===== src/rtl/led_pattern_engine.sv =====
// led_pattern_engine: N-LED bar driver for the Whack-A-Mole game.
// Off / blink / chase / mole modes paced by a prescaled tick.
module led_pattern_engine #(
  parameter int NUM_LEDS  = 10,
  parameter int TICK_DIV  = 6_250_000,
  parameter int LIT_TICKS = 16,
  parameter int IDX_W     = $clog2(NUM_LEDS)
) (
  input  logic                CLOCK_50,
  input  logic                reset_n,
  input  logic [1:0]          mode,
  input  logic                mode_load,
  input  logic [IDX_W-1:0]    mole_idx,
  input  logic                mole_hit,
  output logic [NUM_LEDS-1:0] LEDR,
  output logic                tick,
  output logic                mole_timeout,
  output logic                mole_hit_ack
);

  localparam int CNT_W = $clog2(TICK_DIV);
  localparam logic [CNT_W-1:0] CNT_MAX = CNT_W'(TICK_DIV - 1);
  localparam logic [IDX_W-1:0] POS_MAX = IDX_W'(NUM_LEDS - 1);
  localparam logic [IDX_W:0]   N_LEDS  = (IDX_W+1)'(NUM_LEDS);
  localparam logic [15:0]      LIFE_MAX = 16'(LIT_TICKS - 1);

  typedef enum logic [2:0] {
    S_OFF,
    S_BLINK,
    S_CHASE,
    S_MOLE_LIT,
    S_MOLE_DONE
  } state_t;

  state_t              state, state_nxt;
  logic [CNT_W-1:0]    cnt;
  logic                phase, phase_nxt;
  logic [IDX_W-1:0]    pos, pos_nxt;
  logic [IDX_W-1:0]    idx, idx_nxt;
  logic [15:0]         life, life_nxt;
  logic [NUM_LEDS-1:0] led_nxt;
  logic                to_nxt;
  logic                ack_nxt;

  function automatic logic [NUM_LEDS-1:0] blink_pat(input logic ph);
    logic [NUM_LEDS-1:0] p;
    for (int i = 0; i < NUM_LEDS; i++)
      p[i] = (i % 2 == 0) ? ph : ~ph;
    return p;
  endfunction

  // A load restarts the prescaler so the first tick is a full period away
  always_ff @(posedge CLOCK_50) begin
    if (!reset_n) begin
      cnt  <= '0;
      tick <= 1'b0;
    end else if (mode_load) begin
      cnt  <= '0;
      tick <= 1'b0;
    end else begin
      tick <= (cnt == CNT_MAX);
      cnt  <= (cnt == CNT_MAX) ? '0 : cnt + CNT_W'(1);
    end
  end

  always_ff @(posedge CLOCK_50) begin
    if (!reset_n) begin
      state        <= S_OFF;
      phase        <= 1'b0;
      pos          <= '0;
      idx          <= '0;
      life         <= '0;
      LEDR         <= '0;
      mole_timeout <= 1'b0;
      mole_hit_ack <= 1'b0;
    end else begin
      state        <= state_nxt;
      phase        <= phase_nxt;
      pos          <= pos_nxt;
      idx          <= idx_nxt;
      life         <= life_nxt;
      LEDR         <= led_nxt;
      mole_timeout <= to_nxt;
      mole_hit_ack <= ack_nxt;
    end
  end

  always_comb begin
    state_nxt = state;
    phase_nxt = phase;
    pos_nxt   = pos;
    idx_nxt   = idx;
    life_nxt  = life;
    to_nxt    = 1'b0;
    ack_nxt   = 1'b0;
    led_nxt   = '0;
    if (mode_load) begin
      phase_nxt = 1'b1;
      pos_nxt   = '0;
      life_nxt  = '0;
      idx_nxt   = mole_idx;
      unique case (mode)
        2'b00: state_nxt = S_OFF;
        2'b01: state_nxt = S_BLINK;
        2'b10: state_nxt = S_CHASE;
        2'b11: state_nxt = ({1'b0, mole_idx} >= N_LEDS) ?
                           S_MOLE_DONE : S_MOLE_LIT;
      endcase
    end else begin
      unique case (state)
        S_BLINK: if (tick) phase_nxt = ~phase;
        S_CHASE:
          if (tick)
            pos_nxt = (pos == POS_MAX) ? '0 : pos + IDX_W'(1);
        // A hit beats an expiring tick in the same cycle
        S_MOLE_LIT:
          if (mole_hit) begin
            state_nxt = S_MOLE_DONE;
            ack_nxt   = 1'b1;
          end else if (tick) begin
            if (life == LIFE_MAX) begin
              state_nxt = S_MOLE_DONE;
              to_nxt    = 1'b1;
            end else begin
              life_nxt = life + 16'd1;
            end
          end
        default: ;
      endcase
    end
    unique case (state_nxt)
      S_BLINK:    led_nxt = blink_pat(phase_nxt);
      S_CHASE:    led_nxt = NUM_LEDS'(1) << pos_nxt;
      S_MOLE_LIT: led_nxt = NUM_LEDS'(1) << idx_nxt;
      default:    led_nxt = '0;
    endcase
  end

endmodule

===== config.mk =====
export PLATFORM = sky130hd
export DESIGN_NAME = led_pattern_engine
export DESIGN_NICKNAME = d
export VERILOG_FILES = /design/src/rtl/led_pattern_engine.sv
export SDC_FILE = /design/constraint.sdc
export NUM_CORES = 1
export LEC_CHECK = 0
export ABC_AREA = 1
export CAP_MARGIN = 20
export CELL_PAD_IN_SITES_DETAIL_PLACEMENT = 1
export CELL_PAD_IN_SITES_GLOBAL_PLACEMENT = 2
export CORE_UTILIZATION = 34
export CTS_CLUSTER_SIZE = 10
export DETAILED_ROUTE_END_ITERATION = 16
export MAX_ROUTING_LAYER = met4
export PLACE_DENSITY = 0.91
export SLEW_MARGIN = 20
export SYNTH_ARGS = -nofsm -noshare
export SYNTH_HDL_FRONTEND = slang
export SYNTH_SLANG_ARGS = --single-unit
export TNS_END_PERCENT = 30

===== constraint.sdc =====
create_clock -name CLOCK_50 -period 2.6 [get_ports CLOCK_50]
set_input_delay 0.39 -clock CLOCK_50 [delete_from_list [all_inputs] [get_ports CLOCK_50]]
set_output_delay 0.39 -clock CLOCK_50 [all_outputs]
set_load 0.01 [all_outputs]

==> impl_metrics.ini <==
[sta]
finalCritPeriodShare_pct = 81.3
rsz0062_at_grt = no
fin_crit_ns = 2.11
max_freq_ghz = 0.473
relSlewSlack_pct = 70.2
finalSetupViolations = 0
finalMaxSlewViolations = 0
fin_worst_skew_ns = 0.0158
fin_tns_setup_ns = 0
hold_violations = 0
tightest_slew_ns = 0.442

[synthesis]
yosys.area_share.adder_pct = 0.788
syn_area_um2 = 3170
synth_area_leaders = dfxtp_1, nand2_1, nor2_1
synth.avg_cell_area_um2 = 7.31
yosysWarnings = 0
yosys.area_share.simple_pct = 38.5
synthCells = 434
synth.most_common_cell = nand2_1
synth_top_family_by_area = simple AND/OR/NAND/NOR gates
ys_seq_area_share_pct = 40.4
muxShareOfSynthArea_pct = 0.315
synth_nets = 446
synth_top_area_cell = dfxtp_1
synth_ff_type = dfxtp_1
synth_common_cells = nand2_1, dfxtp_1, nor2_1
synth_cell_types = 39
yosysTopAreaCellShare_pct = 40.4
ys_ff_latch = 64
synth-xor-area-share_pct = 2.21
synth_compound_area_share_pct = 9.62
synthArstFlopShare_pct = 0
synth_edf_count = 0

[pwr]
seqPwrFrac_pct = 49.7
power_density_nw_per_um2 = 538
combPwrFrac_pct = 7.5
power_switching_mw = 0.517
p_leak_nw = 1.35
internal_power_mw = 1.50
clockPowerShare_pct = 42.7
sw_frac_of_total_pct = 25.7
ir_drop_mv = 0.423

[critical_path]
crit_required_ns = 2.84
r2r_cells = 12
critPathKind = reg2reg
cp.arrival_ns = 2.35
worstSetupEndpointType = flip-flop
cp-start-kind = flip-flop
critPathMaxFanout = 4

[routing]
drt-total-wl_um = 7700
wl_per_cell_um = 13.3
drc = 0
vias = 2833
drt_iter0_drc = 58
antenna_left = 0
viasPerCell = 4.89
firstDrtPassIters = 4

[placement]
numPortBuffers = 22
gp_congestion = 0.813
dpl_cell_area_um2 = 3540
place_hpwl_um = 5810

[finish]
drive_above_1_share_pct = 14.6
n_antenna_cell = 0
syn_to_final_growth_pct = 17.9
num-fill-cells = 1103
design_area_um2 = 3740
fin_nets = 478
final_core_utilization_pct = 42.1

[worst_hold_path]
worstHoldPathCells = 1
hp-class = reg2reg

[cts]
insertion_delay_ns = 0.35
cts_setup_buffers = 0
cts_sinks = 64
htreeDepth = 3
cts_tree = built
cts-resized-gates = 0
clkTransAtPathRegs_ns = 0.08
cts_buffers = 9
hold_buffers = 0
cts-root-buf = clkbuf_8
clockBufferDepth = 2

[grt]
grt_usage_pct = 17.8
grt_pass1_wl_um = 13400
grt_max_degree = 23
antenna_found_initial = 0
grt_pass1_vias = 2948
grt.overflow.total = 0

[job]
max_cap_violations = 0

[floorplanning]
die-area_um2 = 9730
rows = 34
io_pins = 23
initial_core_util_pct = 35.7
dieHeight_um = 98.6
die_w_um = 98.6
fp.coreArea_um2 = 8890

[outcome]
status = completed
[through the flow]
step	hold WS, ns	power [mW]	std cells	setup slack, ns
finish	0.474	2.01	579	0.487
global route	0.516	2.10	579	0.219
CTS	0.484	2.06	579	0.454
detailed placement	0.467	1.18	563	0.264
global placement	0.433	1.17	563	0.293
floorplan	0.418	1.12	434	0.783
[per-layer routing]
| layer | share of wire [%] | GRT usage [%] | wire length [um] |
|---|---|---|---|
| met5 | 0 | - | 0 |
| met4 | 1.4 | 6.54 | 109 |
| met3 | 2.2 | 3.69 | 173 |
| met2 | 47 | 29.8 | 3640 |
| met1 | 49 | 21.2 | 3770 |
[flip-flops by register name, indices dropped and copies added (netlist names)]
| name | count |
|---|---|
| mole_timeout | 1 |
| idx | 4 |
| cnt | 23 |
| pos | 4 |
| tick | 1 |
| phase | 1 |
| life | 16 |
| state | 3 |
| LEDR | 10 |
| mole_hit_ack | 1 |
[power by group through the flow]
stage | registers, mW | logic, mW | clock network, mW
floorplan | 1.03 | 0.0915 | 0
global placement | 1.02 | 0.149 | 0
detailed placement | 1.02 | 0.151 | 0
CTS | 1.00 | 0.153 | 0.900
global route | 1.00 | 0.169 | 0.929
finish | 1.00 | 0.151 | 0.861
[path summary, 6_finish.rpt]
kind	startpoint	endpoint	slack, ns
worst max-delay path	cnt[0]	cnt[20]	0.49
worst min-delay path	cnt[0]	cnt[0]	0.47
worst max register to register	cnt[0]	cnt[20]	0.49
worst min register to register	cnt[0]	cnt[0]	0.47
[placed cells by master, fill, tap and decap left out, types with 13 or more instances in the layout]
master / n
a21oi_1: 35
clkdlybuf4s50_1: 22
o21ai_0: 15
inv_1: 49
dfxtp_1: 64
nor3_1: 13
nor2_1: 60
nand3_1: 29
nand2_1: 70
[cell type report]
class                           count  area (um2)  share of cell area [%]
Multi-Input combinational cell    304        1630                    43.7
Sequential cell                    64        1280                    34.2
Timing Repair Buffer               30         280                    7.49
Inverter                           57         214                    5.72
Tap cell                          108         135                    3.61
Clock buffer                        9         124                    3.31
Clock inverter                      7        72.6                    1.94
[critical path, stage by stage, from the launching register on]
cell     delay [ns]
dfxtp_1        0.38
ha_1           0.21
nand3_1        0.16
nor2_2         0.17
nand2_1        0.11
nor2_4         0.12
nand2_1        0.11
nor2_2         0.12
nand3_1        0.11
nor3_2         0.12
nand3_1        0.14
nor3_1         0.20
nor3_2         0.07
[kinds of logic after synthesis]
logic type / after synthesis
xor+xnor: 8
flops: 64
compound gates: 57
mux: 1
buf+inv: 66
simple gates: 236
fa+ha+maj: 2
Power figures use the tool's default switching activity.
